## config.mk

```make
export PLATFORM = sky130hd
export DESIGN_NAME = add_comp_pipe
export DESIGN_NICKNAME = d
export VERILOG_FILES = /design/src/rtl/add_comp_pkg.sv /design/src/rtl/add_comp_core.sv /design/src/rtl/add_comp_pipe.sv
export SDC_FILE = /design/constraint.sdc
export NUM_CORES = 1
export LEC_CHECK = 0
export ABC_AREA = 1
export ABC_CLOCK_PERIOD_IN_PS = 4000
export CAP_MARGIN = 20
export CORE_MARGIN = 2
export CORE_UTILIZATION = 51
export CTS_BUF_LIST = sky130_fd_sc_hd__clkbuf_16
export DETAILED_ROUTE_END_ITERATION = 10
export HOLD_SLACK_MARGIN = 0.08
export PLACE_DENSITY = 0.8
export SLEW_MARGIN = 30
export SYNTH_ARGS = -nofsm -noshare
export SYNTH_HDL_FRONTEND = slang
export SYNTH_SLANG_ARGS = --single-unit
```

## constraint.sdc

```tcl
create_clock -name clk -period 4 [get_ports clk]
set_clock_uncertainty 0.1 [all_clocks]
set_input_delay 0.4 -clock clk [delete_from_list [all_inputs] [get_ports clk]]
set_output_delay 0.4 -clock clk [all_outputs]
set_load 0.01 [all_outputs]
```

## src/rtl/add_comp_pkg.sv

```systemverilog
`default_nettype none
// ============================================================================
//  Module      : add_comp_pkg
//  Description : Shared types and constants for the add/compare pipeline.
//  Revision    : 1.0 - initial release
// ============================================================================
package add_comp_pkg;

  // Three-way compare result of a sum against the threshold
  typedef enum logic [1:0] {
    LESS  = 2'd0,
    MATCH = 2'd1,
    MORE  = 2'd2
  } cmp_res_t;

  // Output stage occupancy
  typedef enum logic [0:0] {
    EMPTY = 1'b0,
    FULL  = 1'b1
  } out_state_t;

  // Threshold value restored at reset
  localparam int c_pv_default = 50;

endpackage : add_comp_pkg
`default_nettype wire

```

## src/rtl/add_comp_core.sv

```systemverilog
`default_nettype none
// ============================================================================
//  Module      : add_comp_core
//  Description : Combinational adder/accumulator step with saturation and a
//                three-way compare against the threshold.
//  Revision    : 1.0 - initial release
// ============================================================================
module add_comp_core
  import add_comp_pkg::*;
#(
  parameter int W = 8
) (
  input  logic [W-1:0] n1,
  input  logic [W-1:0] n2,
  input  logic [W:0]   acc,
  input  logic         acc_mode,
  input  logic         enable,
  input  logic [W:0]   thr,
  output logic [W:0]   sum_next,
  output cmp_res_t     res,
  output logic         sat_hit
);

  // One guard bit above the result width catches accumulator overflow
  localparam logic [W+1:0] c_max = {1'b0, {(W+1){1'b1}}};

  logic [W+1:0] w_base;
  logic [W+1:0] w_total;
  logic         w_over;
  logic [W:0]   w_clamped;

  assign w_base    = acc_mode ? {1'b0, acc} : '0;
  assign w_total   = w_base + {2'b00, n1} + {2'b00, n2};
  assign w_over    = acc_mode && (w_total > c_max);
  assign w_clamped = w_over ? c_max[W:0] : w_total[W:0];

  // Disabled beats produce zero and never report saturation
  always_comb begin
    sum_next = enable ? w_clamped : '0;
    sat_hit  = enable && w_over;
    if (sum_next < thr) begin
      res = LESS;
    end else if (sum_next == thr) begin
      res = MATCH;
    end else begin
      res = MORE;
    end
  end

endmodule : add_comp_core
`default_nettype wire

```

## src/rtl/add_comp_pipe.sv

```systemverilog
`default_nettype none
// ============================================================================
//  Module      : add_comp_pipe
//  Description : One-deep valid/ready pipeline computing a pairwise or
//                accumulated sum, compare flags against a loadable threshold,
//                a sticky saturation flag and a popped-match counter.
//  Revision    : 1.0 - initial release
// ============================================================================
module add_comp_pipe
  import add_comp_pkg::*;
#(
  parameter int W  = 8,
  parameter int PV = c_pv_default,
  parameter int CW = 8
) (
  input  logic          clk,
  input  logic          rst_n,
  input  logic          in_valid,
  output logic          in_ready,
  input  logic [W-1:0]  n1,
  input  logic [W-1:0]  n2,
  input  logic          enable_sum,
  input  logic          acc_mode,
  input  logic          acc_clr,
  input  logic          thr_load,
  input  logic [W:0]    thr_in,
  output logic          out_valid,
  input  logic          out_ready,
  output logic [W:0]    sum,
  output logic          more,
  output logic          less,
  output logic          match,
  output logic          sat,
  output logic [CW-1:0] match_cnt
);

  localparam logic [W:0]    c_pv      = PV[W:0];
  localparam logic [CW-1:0] c_cnt_max = {CW{1'b1}};

  out_state_t    r_state;
  logic [W:0]    r_sum;
  logic          r_more;
  logic          r_less;
  logic          r_match;
  logic [W:0]    r_acc;
  logic          r_sat;
  logic [W:0]    r_thr;
  logic [CW-1:0] r_cnt;

  logic          w_accept;
  logic          w_pop;
  logic [W:0]    w_acc_base;
  logic [W:0]    w_sum_next;
  cmp_res_t      w_res;
  logic          w_sat_hit;
  logic          w_acc_write;

  assign out_valid   = (r_state == FULL);
  assign in_ready    = !out_valid || out_ready;
  assign w_accept    = in_valid && in_ready;
  assign w_pop       = out_valid && out_ready;
  // A clear in the same cycle as a beat makes that beat start from zero
  assign w_acc_base  = acc_clr ? '0 : r_acc;
  assign w_acc_write = w_accept && enable_sum && acc_mode;

  assign sum       = r_sum;
  assign more      = r_more;
  assign less      = r_less;
  assign match     = r_match;
  assign sat       = r_sat;
  assign match_cnt = r_cnt;

  add_comp_core #(
    .W (W)
  ) u_core (
    .n1       (n1),
    .n2       (n2),
    .acc      (w_acc_base),
    .acc_mode (acc_mode),
    .enable   (enable_sum),
    .thr      (r_thr),
    .sum_next (w_sum_next),
    .res      (w_res),
    .sat_hit  (w_sat_hit)
  );

  // Output-stage FSM: fill on accept, drain on pop, reload on pop+accept
  always_ff @(posedge clk) begin
    if (!rst_n) begin
      r_state <= EMPTY;
    end else if (w_accept) begin
      r_state <= FULL;
    end else if (w_pop) begin
      r_state <= EMPTY;
    end
  end

  // Result register loads only on accept so a stalled beat holds stable
  always_ff @(posedge clk) begin
    if (!rst_n) begin
      r_sum   <= '0;
      r_more  <= 1'b0;
      r_less  <= 1'b0;
      r_match <= 1'b0;
    end else if (w_accept) begin
      r_sum   <= w_sum_next;
      r_more  <= enable_sum && (w_res == MORE);
      r_less  <= enable_sum && (w_res == LESS);
      r_match <= enable_sum && (w_res == MATCH);
    end
  end

  // Accumulator and sticky saturation: clear first, then apply an accumulate beat
  always_ff @(posedge clk) begin
    if (!rst_n) begin
      r_acc <= '0;
      r_sat <= 1'b0;
    end else begin
      r_acc <= w_acc_write ? w_sum_next : w_acc_base;
      if (w_acc_write && w_sat_hit) begin
        r_sat <= 1'b1;
      end else if (acc_clr) begin
        r_sat <= 1'b0;
      end
    end
  end

  // Threshold register; a beat accepted on the load edge already used the old value
  always_ff @(posedge clk) begin
    if (!rst_n) begin
      r_thr <= c_pv;
    end else if (thr_load) begin
      r_thr <= thr_in;
    end
  end

  // Count matching beats as they leave, saturating at all-ones
  always_ff @(posedge clk) begin
    if (!rst_n) begin
      r_cnt <= '0;
    end else if (w_pop && r_match && (r_cnt != c_cnt_max)) begin
      r_cnt <= r_cnt + 1'b1;
    end
  end

endmodule : add_comp_pipe
`default_nettype wire

```

[Word-level counts from Yosys, hierarchy flattened]
Cells that the tools add are included.
W data, S select, Z words.
Word-level totals
  bits in registers: 40
  input port bits: 33
  logic and storage cells: 46
Operators by class
  add/subtract/negate cells: 3
  $lt $le $gt $ge: 2
  equality and inequality tests: 4
  muxes and demuxes: 11
  reductions and logical operators: 17
Operator list (number)
  $mux W9: 5
  $add A10 B8 Y10: 2
  $logic_and A1 B1 Y1: 12
  $gt A10 B9 Y1 const B: 1
  $eq A9 B9 Y1: 1
  $lt A9 B9 Y1: 1
  $add A8 B1 Y8 const B: 1
  $ne A8 B8 Y1 const B: 1
  $mux W1: 4
  $mux W2: 2
  $reduce_bool A2 Y1: 2
  $eq A2 B1 Y1 const B: 1
  $eq A2 B2 Y1 const B: 1
  $logic_not A2 Y1: 1
  $logic_not A1 Y1: 1
  $logic_or A1 B1 Y1: 1

[Depth between registers and ports, before layout]
Gate-level depths: netlist (run 1).
  depth after elaboration: 13
  depth in mapped cells: 24
  mapped depth without buffers: 23

[Cells and area by module]
From an unflattened synthesis (run 1), not the netlist that was laid out.
Unflattened totals
  cells, all modules: 397
  area total of the unflattened synthesis: 2691.3 um2
By module, submodules not included
  add_comp_pipe: times used 1, cells each 236, area each 1709.1 um2, sequential area each 800.8 um2
  add_comp_core: times used 1, cells each 161, area each 982.2 um2, sequential area each 0.0 um2

[Worst setup path after synthesis (run 1)]
Ideal clock, no wire load.
  path type: input-to-reg
  start point: input acc_clr
  end point: register r_more, in the netlist more
  library setup time: 0.132 ns
  arrival: 3.221 ns
  data required time: 3.768 ns
  path slack: 0.546 ns
  cell stages on the path: 23
  buffers on the path: 1
  path through: inv_1 clkbuf_1 nand3_1 fa_1 inv_1 ha_1 inv_1 fa_1 inv_1 nand2_1 nand2_2 nand2_2 nand2_2 nand2_4 nand3_2 nand2_1 inv_1 ha_1 a21oi_1 o21a_1 nand3_1 nand3_1 a21oi_1
On the way
  cells in the longest elaborated chain, start to end: 13
  elaborated cells on any way between the ends: 14
  classes of those cells: add/sub: 2; order compare: 2; eq/ne: 2; mux: 6; reduce/logical: 2
Ends and longest elaborated chain
  from (decl): RTL line add_comp_pipe.sv:24  | input logic acc_clr,
  $mux W9 (*): RTL line add_comp_pipe.sv:63  | assign w_acc_base = acc_clr ? '0 : r_acc;
  $mux W9 (*): RTL line add_comp_core.sv:32  | assign w_base = acc_mode ? {1'b0, acc} : '0;
  $add A10 B8 Y10 (*) (2 in a row): RTL line add_comp_core.sv:33  | assign w_total = w_base + {2'b00, n1} + {2'b00, n2};
  $gt A10 B9 Y1: RTL line add_comp_core.sv:34  | assign w_over = acc_mode && (w_total > c_max);
  $logic_and A1 B1 Y1: RTL line add_comp_core.sv:34
  $mux W9 (*): RTL line add_comp_core.sv:35  | assign w_clamped = w_over ? c_max[W:0] : w_total[W:0];
  $mux W9 (*): RTL line add_comp_core.sv:39  | sum_next = enable ? w_clamped : '0;
  named net u_core.sum_next[8]: RTL line add_comp_core.sv:19  | output logic [W:0] sum_next,
  branches (longest 2 deep; another with $lt A9 B9 Y1)
  $mux W2 (*): RTL line add_comp_core.sv:41  | if (sum_next < thr) begin
  $eq A2 B2 Y1 (*): RTL line add_comp_pipe.sv:107  | r_more <= enable_sum && (w_res == MORE);
  $logic_and A1 B1 Y1 (*): RTL line add_comp_pipe.sv:107
  to (signal assigned): RTL line add_comp_pipe.sv:107
  to (decl): RTL line add_comp_pipe.sv:42  | logic r_more;
Mark *: on every way through the listed nets, which the timed path passes.
A chain may end at the register's enable or synchronous reset.

[Worst setup path after layout (run 1)]
Ends and elaborated chain as after synthesis.

==> results of run 1 <==
report_power, final:
group          internal [mW]  switching, mW  total [mW]
Sequential             0.419        0.00919       0.428
Combinational          0.133          0.166       0.299
Clock                  0.224          0.148       0.372
Total                  0.776          0.323        1.10
registers in the layout (all words and copies together) (netlist names):
signal     flops
r_acc          9
r_thr          9
sum            9
match_cnt      8
less           1
match          1
more           1
out_valid      1
sat            1
cells by family after synthesis:
logic type	Yosys count
AND/OR/NAND/NOR	131
buffers and inverters	79
XOR/XNOR	5
adder cells (fa/ha/maj)	27
AO/OA/AOI/OAI	78
flip-flops	40
cells in the mapped netlist:
library cell	number	area, um^2
nand2_1	74	277.8
inv_1	68	255.2
a21oi_1	43	215.2
dfxtp_1	40	800.8
o21ai_0	30	150.1
nor2_1	20	75.07
ha_1	18	225.2
nand3_1	13	65.06
fa_1	9	180.2
nand2_2	8	50.05
nand4_1	7	43.79
clkbuf_1	5	18.77
xnor2_1	4	35.03
nand2_4	2	22.52
nand3_2	2	20.02
nor3_1	2	10.01
o21ai_1	2	10.01
a21boi_2	1	11.26
buf_2	1	5.000
buf_4	1	7.510
buf_6	1	11.26
clkbuf_2	1	5.000
clkinv_1	1	3.750
inv_2	1	3.750
nand3b_1	1	7.510
nor2_4	1	11.26
nor3_2	1	10.01
o21a_1	1	7.510
o21ai_2	1	8.760
xor2_1	1	8.760
metal layers:
metal  vias up  routed length, um  track usage, %
met2        56               2864           37.95
li1       1263                  -               -
met3         6                299           6.560
met1      1094               2791           32.02
met4         0                 74           6.548
met5         -                  0               0
stage by stage:
stage          setup TNS, ps  cells  area, um^2  util, %
2_1_floorplan              0    360        2556        -
3_3_place_gp               0    479        3188    66.61
3_5_place_dp          -296.6    479        3188    66.61
4_1_cts                    0    486        3322    69.41
5_1_grt                    0    487        3347    69.93
6_report                   0    487        3347    69.93
path summary, 6_finish.rpt:
kind	endpoint	slack (ps)	depth (start not counted)
setup / recovery	more	390	24
hold reg to reg	more	370	2
hold / removal	more	370	2
setup reg to reg	more	640	22
worst max-delay path: cells and delay by family:
family	cells	cell delay, ps
and+or+nand+nor	11	930
buffers and inverters	6	750
adders and majority gates	4	1240
AOI/OAI and AO/OA	3	320
final cells by class:
class                   count  area share [%]
well taps                  67           2.505
repair inverters            1          0.2243
clock buffers               5           3.738
inverters                  70           7.963
flip-flops and latches     40           23.93
clock inverters             2          0.2617
multi-input cells         241           43.44
repair buffers             61           17.94
repair_timing:
item	CTS	global route
resized for setup	0	8
endpoints found under the setup margin	0	3
setup buffers	0	0
==> impl_metrics.py, run 1 <==
metrics = {
    "floorplanning": {
        "start_util_pct": 53.41,
        "rows": 25,
        "ios": 56,
        "coreArea_um2": 4786,
        "die_area_um2": 5594,
        "die_y_um": 74.80,
        "fp.dieW_um": 74.80,
    },
    "clock_tree": {
        "cts_tree": "done",
        "insertion_delay_ps": 280,
        "cts_max_level": 2,
        "ctsLongestPathBuffers": 2,
        "cts_hold_buf": 0,
        "clk_pin_slew_ps": 50,
        "cts_buffers": 5,
        "clock_sinks": 40,
        "cts_root_buffer": "clkbuf_16",
    },
    "sta": {
        "hold_viol_final": 0,
        "fin_ws_ps": 393.4,
        "period_share_pct": 90.16,
        "min_period_ps": 3607,
        "finalSetupViolCount": 0,
        "maxSlewViolCount": 0,
        "rsz0062_at_grt": "false",
        "tightestPinTransition_ps": 522.9,
        "max_slew_margin_pct": 64.92,
        "whs_ps": 368.6,
        "fmax_ghz": 0.2773,
    },
    "finish": {
        "nets": 480,
        "layout_common_cells": "nand2_1, inv_1, clkdlybuf4s50_1, a21oi_1, dfxtp_1",
        "multi_input_area_um2": 1454,
        "drive_above_1_share_pct": 8.333,
        "final_common_cell": "nand2_1",
        "antenna_cells": 0,
        "syn2layout_area_growth_pct": 30.93,
        "seqCellArea_um2": 800.8,
        "nFillCells": 404,
    },
    "yosys": {
        "synthCells": 360,
        "synthAdderAreaFrac_pct": 15.86,
        "syn_area_per_cell_um2": 7.101,
        "synth_top_family_by_area": "simple AND/OR/NAND/NOR gates",
        "syn_nets": 420,
        "synth_compound_area_share_pct": 15.76,
        "synth_seq_cells": 40,
        "synth_xor_area_share_pct": 1.713,
        "ys_seq_area_share_pct": 31.33,
        "yosysWarnings": 0,
        "synth_cell_types": 30,
        "syn_area_um2": 2556,
        "synth-simple-area-share_pct": 23.20,
        "synthMuxAreaShare_pct": 0,
    },
    "global_routing": {
        "grt_overflow_total": 0,
        "grt_pass1_wl_um": 10150,
        "track_usage_pct": 23.82,
        "antenna_found_initial": 0,
        "grt_pass1_vias": 2243,
        "grt_max_degree": 23,
    },
    "worst_setup_path": {
        "crit_arrival_ps": 3660,
        "cp_cell_sequence": "dlymetal6s2s_1 -> clkinvlp_4 -> nand3_1 -> fa_1 -> inv_1 -> ha_1 -> inv_1 -> fa_1 -> inv_1 -> nand2_1 -> nand2_2 -> nand2_2 -> nand2_2 -> nand2_4 -> nand2_1 -> nand2_1 -> inv_1 -> ha_1 -> a21oi_2 -> o21ai_0 -> nand2_1 -> nand3_1 -> nand3_1 -> a21oi_1",
        "cp.required_ps": 4050,
        "worstSetupPathType": "in -> reg",
        "critPathSlowestCell": "fa_1",
        "cp_max_fo": 9,
        "endpoint_kind": "flip-flop",
        "critPathLaunch": "acc_clr",
        "cpPeakStageDelay_ps": 410,
        "cp-start-kind": "input port",
        "rr_startpoint": "r_acc[1]",
    },
    "hold_path": {
        "hold_path.class": "reg -> reg",
        "min_from": "more",
    },
    "drt": {
        "wl_per_cell_um": 12.38,
        "antenna_left": 0,
        "dr.first_iter.drc_count": 104,
        "first_pass_iters": 4,
        "viasPerCell": 4.967,
        "vias": 2419,
        "drc": 0,
        "wirelength_um": 6029,
    },
    "pwr": {
        "leakagePower_nw": 1.628,
        "p_per_area_nw_per_um2": 328.3,
        "design_power_total_mw": 1.099,
        "ir_drop_uv": 246.6,
    },
    "placed_design": {
        "place_worst_setup_slack_ps": -127.0,
        "place_hpwl_um": 4556,
        "port-buffer-count": 55,
        "gp_congestion": 0.8444,
    },
    "outcome": {
        "status": "finished clean",
    },
    "flow_run": {
        "cap_violations": 0,
    },
}
(Power assumes the default switching activity.)
==> run 2: changes to the inputs <==
SLEW_MARGIN = 40   (was 30)
==> results of run 2 <==
Same layout as run 1: the final DEF is identical, and so are final timing and power.
==> run 3: changes to the inputs <==
REMOVE_ABC_BUFFERS = 1   (was unset)
==> run 3 against run 2 <==
Compared with the run above: final area is 0.90% higher; cell count is 1.0% higher; via count rose by 1.7%; worst setup slack better by 63 ps; largest power group unchanged; clock power is 1% lower.
==> impl_metrics.py, run 3 (synthesized netlist as in run 1, its figures left out) <==
metrics = {
    "pwr": {
        "design_power_total_mw": 1.097,
        "seqPwrFrac_pct": 38.9,
        "p_per_area_nw_per_um2": 325.0,
        "switching_power_mw": 0.3154,
        "leakagePower_nw": 1.654,
        "clkPwrFrac_pct": 33.5,
        "switching_share_pct": 28.74,
        "intPower_mw": 0.7821,
        "p_comb_share_pct": 27.6,
        "ir_drop_uv": 284.3,
    },
    "finish": {
        "layout_common_cells": "nand2_1, inv_1, clkdlybuf4s50_1, a21oi_1, dfxtp_1",
        "syn2layout_area_growth_pct": 32.11,
        "final_common_cell": "nand2_1",
        "nets": 484,
        "multi_input_area_um2": 1453,
        "antenna_cells": 0,
        "seqCellArea_um2": 800.8,
        "utilization_pct": 70.56,
        "post-route-cell-area_um2": 3377,
        "final_cells": 492,
        "drive_above_1_share_pct": 8.706,
        "nFillCells": 434,
    },
    "clock_tree": {
        "cts_tree": "done",
        "insertion_delay_ps": 280,
        "cts_setup_buffers": 0,
        "cts_max_level": 2,
        "cts_root_buffer": "clkbuf_16",
        "clk_pin_slew_ps": 50,
        "clock_sinks": 40,
        "cts_buffers": 5,
        "ctsLongestPathBuffers": 2,
    },
    "drt": {
        "viasPerCell": 4.998,
        "drc": 0,
        "antenna_left": 0,
        "wl_per_cell_um": 11.50,
        "vias": 2459,
        "wirelength_um": 5656,
        "dr.first_iter.drc_count": 107,
        "first_pass_iters": 4,
    },
    "sta": {
        "min_period_ps": 3544,
        "fmax_ghz": 0.2822,
        "rsz0062_at_grt": "false",
        "fin_tns_setup_ps": 0,
        "fin_ws_ps": 456.1,
        "whs_ps": 363.5,
        "maxSlewViolCount": 0,
        "period_share_pct": 88.60,
        "tightestPinTransition_ps": 558.8,
        "hold_viol_final": 0,
        "max_slew_margin_pct": 62.52,
        "finalSetupViolCount": 0,
    },
    "floorplanning": {
        "die_y_um": 74.80,
        "die_area_um2": 5594,
        "start_util_pct": 53.41,
        "fp.dieW_um": 74.80,
        "ios": 56,
        "coreArea_um2": 4786,
        "rows": 25,
    },
    "placed_design": {
        "gp_congestion": 0.8885,
        "port-buffer-count": 55,
        "place_inst": 483,
        "placed_area_um2": 3218,
        "place_worst_setup_slack_ps": -111.4,
        "place_hpwl_um": 4370,
    },
    "global_routing": {
        "grt_pass1_vias": 2198,
        "grt_pass1_wl_um": 9335,
        "track_usage_pct": 21.70,
        "grt_overflow_total": 0,
        "grt_max_degree": 23,
        "antenna_found_initial": 0,
    },
    "worst_setup_path": {
        "cp-start-kind": "input port",
        "rrSetupSlack_ps": 680,
        "critPathTopFamily": "adder cells",
        "critPathSlowestCell": "fa_1",
        "cpPeakStageDelay_ps": 460,
        "worstSetupPathType": "in -> reg",
        "crit_top_cell": "inv_1",
        "path_buf_inv": 6,
        "rr_startpoint": "r_acc[1]",
        "critPathLaunch": "n1[1]",
        "cp_max_fo": 9,
        "crit_arrival_ps": 3590,
        "cp.required_ps": 4050,
        "endpoint_kind": "flip-flop",
        "cp_cell_sequence": "clkdlybuf4s50_1 -> inv_1 -> fa_1 -> inv_1 -> ha_1 -> inv_1 -> fa_1 -> inv_1 -> nand2_1 -> nand2_2 -> nand2_2 -> nand2_2 -> nand2_4 -> nand2_1 -> nand2_1 -> inv_1 -> ha_1 -> a21oi_1 -> o21ai_0 -> nand2_1 -> nand3_1 -> nand3_1 -> a21oi_1",
    },
    "hold_path": {
        "min_from": "r_thr[7]",
        "hold_path.class": "reg -> reg",
    },
    "outcome": {
        "status": "finished clean",
    },
    "flow_run": {
        "cap_violations": 0,
    },
}
==> run 3: cell count changes in the layout (fill, tap and decap cells not counted) <==
cell / change
a21oi_2: -1
clkinv_1: +1
buf_4: +4
clkinv_2: -1
nor2_2: -1
nor3_2: +1
a21oi_1: +1
nor2_1: +1
inv_1: +1
nor3_1: -1
clkinvlp_4: -1
inv_4: +1
==> run 3: cell type report <==
| type | instances | area share (%) |
|---|---|---|
| timing repair inverter | 1 | 0.2223 |
| sequential | 40 | 23.71 |
| multi-input combinational | 241 | 43.02 |
| clock buffer | 5 | 3.705 |
| tap | 67 | 2.482 |
| timing repair buffer | 65 | 18.67 |
| clock inverter | 3 | 0.3335 |
| inverter | 70 | 7.855 |
==> run 3: path summary, 6_finish.rpt <==
check,to,depth (start not counted)
setup / recovery,more,23
hold / removal,r_thr[7],2
setup reg to reg,more,22
hold reg to reg,r_thr[7],2
==> run 3: power groups by stage <==
stage	Sequential [mW]	Clock (mW)	Combinational, mW
final	0.427	0.368	0.302
after global routing	0.429	0.392	0.342
after CTS	0.427	0.374	0.301
after detailed placement	0.436	0	0.299
after global placement	0.435	0	0.292
after floorplan	0.439	0	0.170
==> run 3: worst register-to-register path, cell delays in order (launching register included) <==
cell and delay [ps]:
dfxtp_1 330, nand3_1 100, fa_1 440, inv_1 60, ha_1 190, inv_1 60, fa_1 400, inv_1 90
nand2_1 60, nand2_2 80, nand2_2 50, nand2_2 80, nand2_4 100, nand2_1 100, nand2_1 70, inv_1 70
ha_1 230, a21oi_1 160, o21ai_0 100, nand2_1 90, nand3_1 90, nand3_1 80, a21oi_1 60
==> run 3: repair_timing <==
| action | 4_1_cts | 5_1_grt |
|---|---|---|
| setup endpoints to repair | 0 | 3 |
| resized for setup | 0 | 7 |
| hold buffers | 0 | 0 |
==> run 3: metal layers <==
layer / track usage [%] / vias up / share of wire, % / wire, um
li1: - / 1278 / - / -
met1: 28.43 / 1110 / 47 / 2654
met2: 34.91 / 65 / 47 / 2658
met3: 4.953 / 6 / 4.9 / 277
met4: 8.532 / 0 / 1.1 / 65
met5: 0 / - / 0 / 0
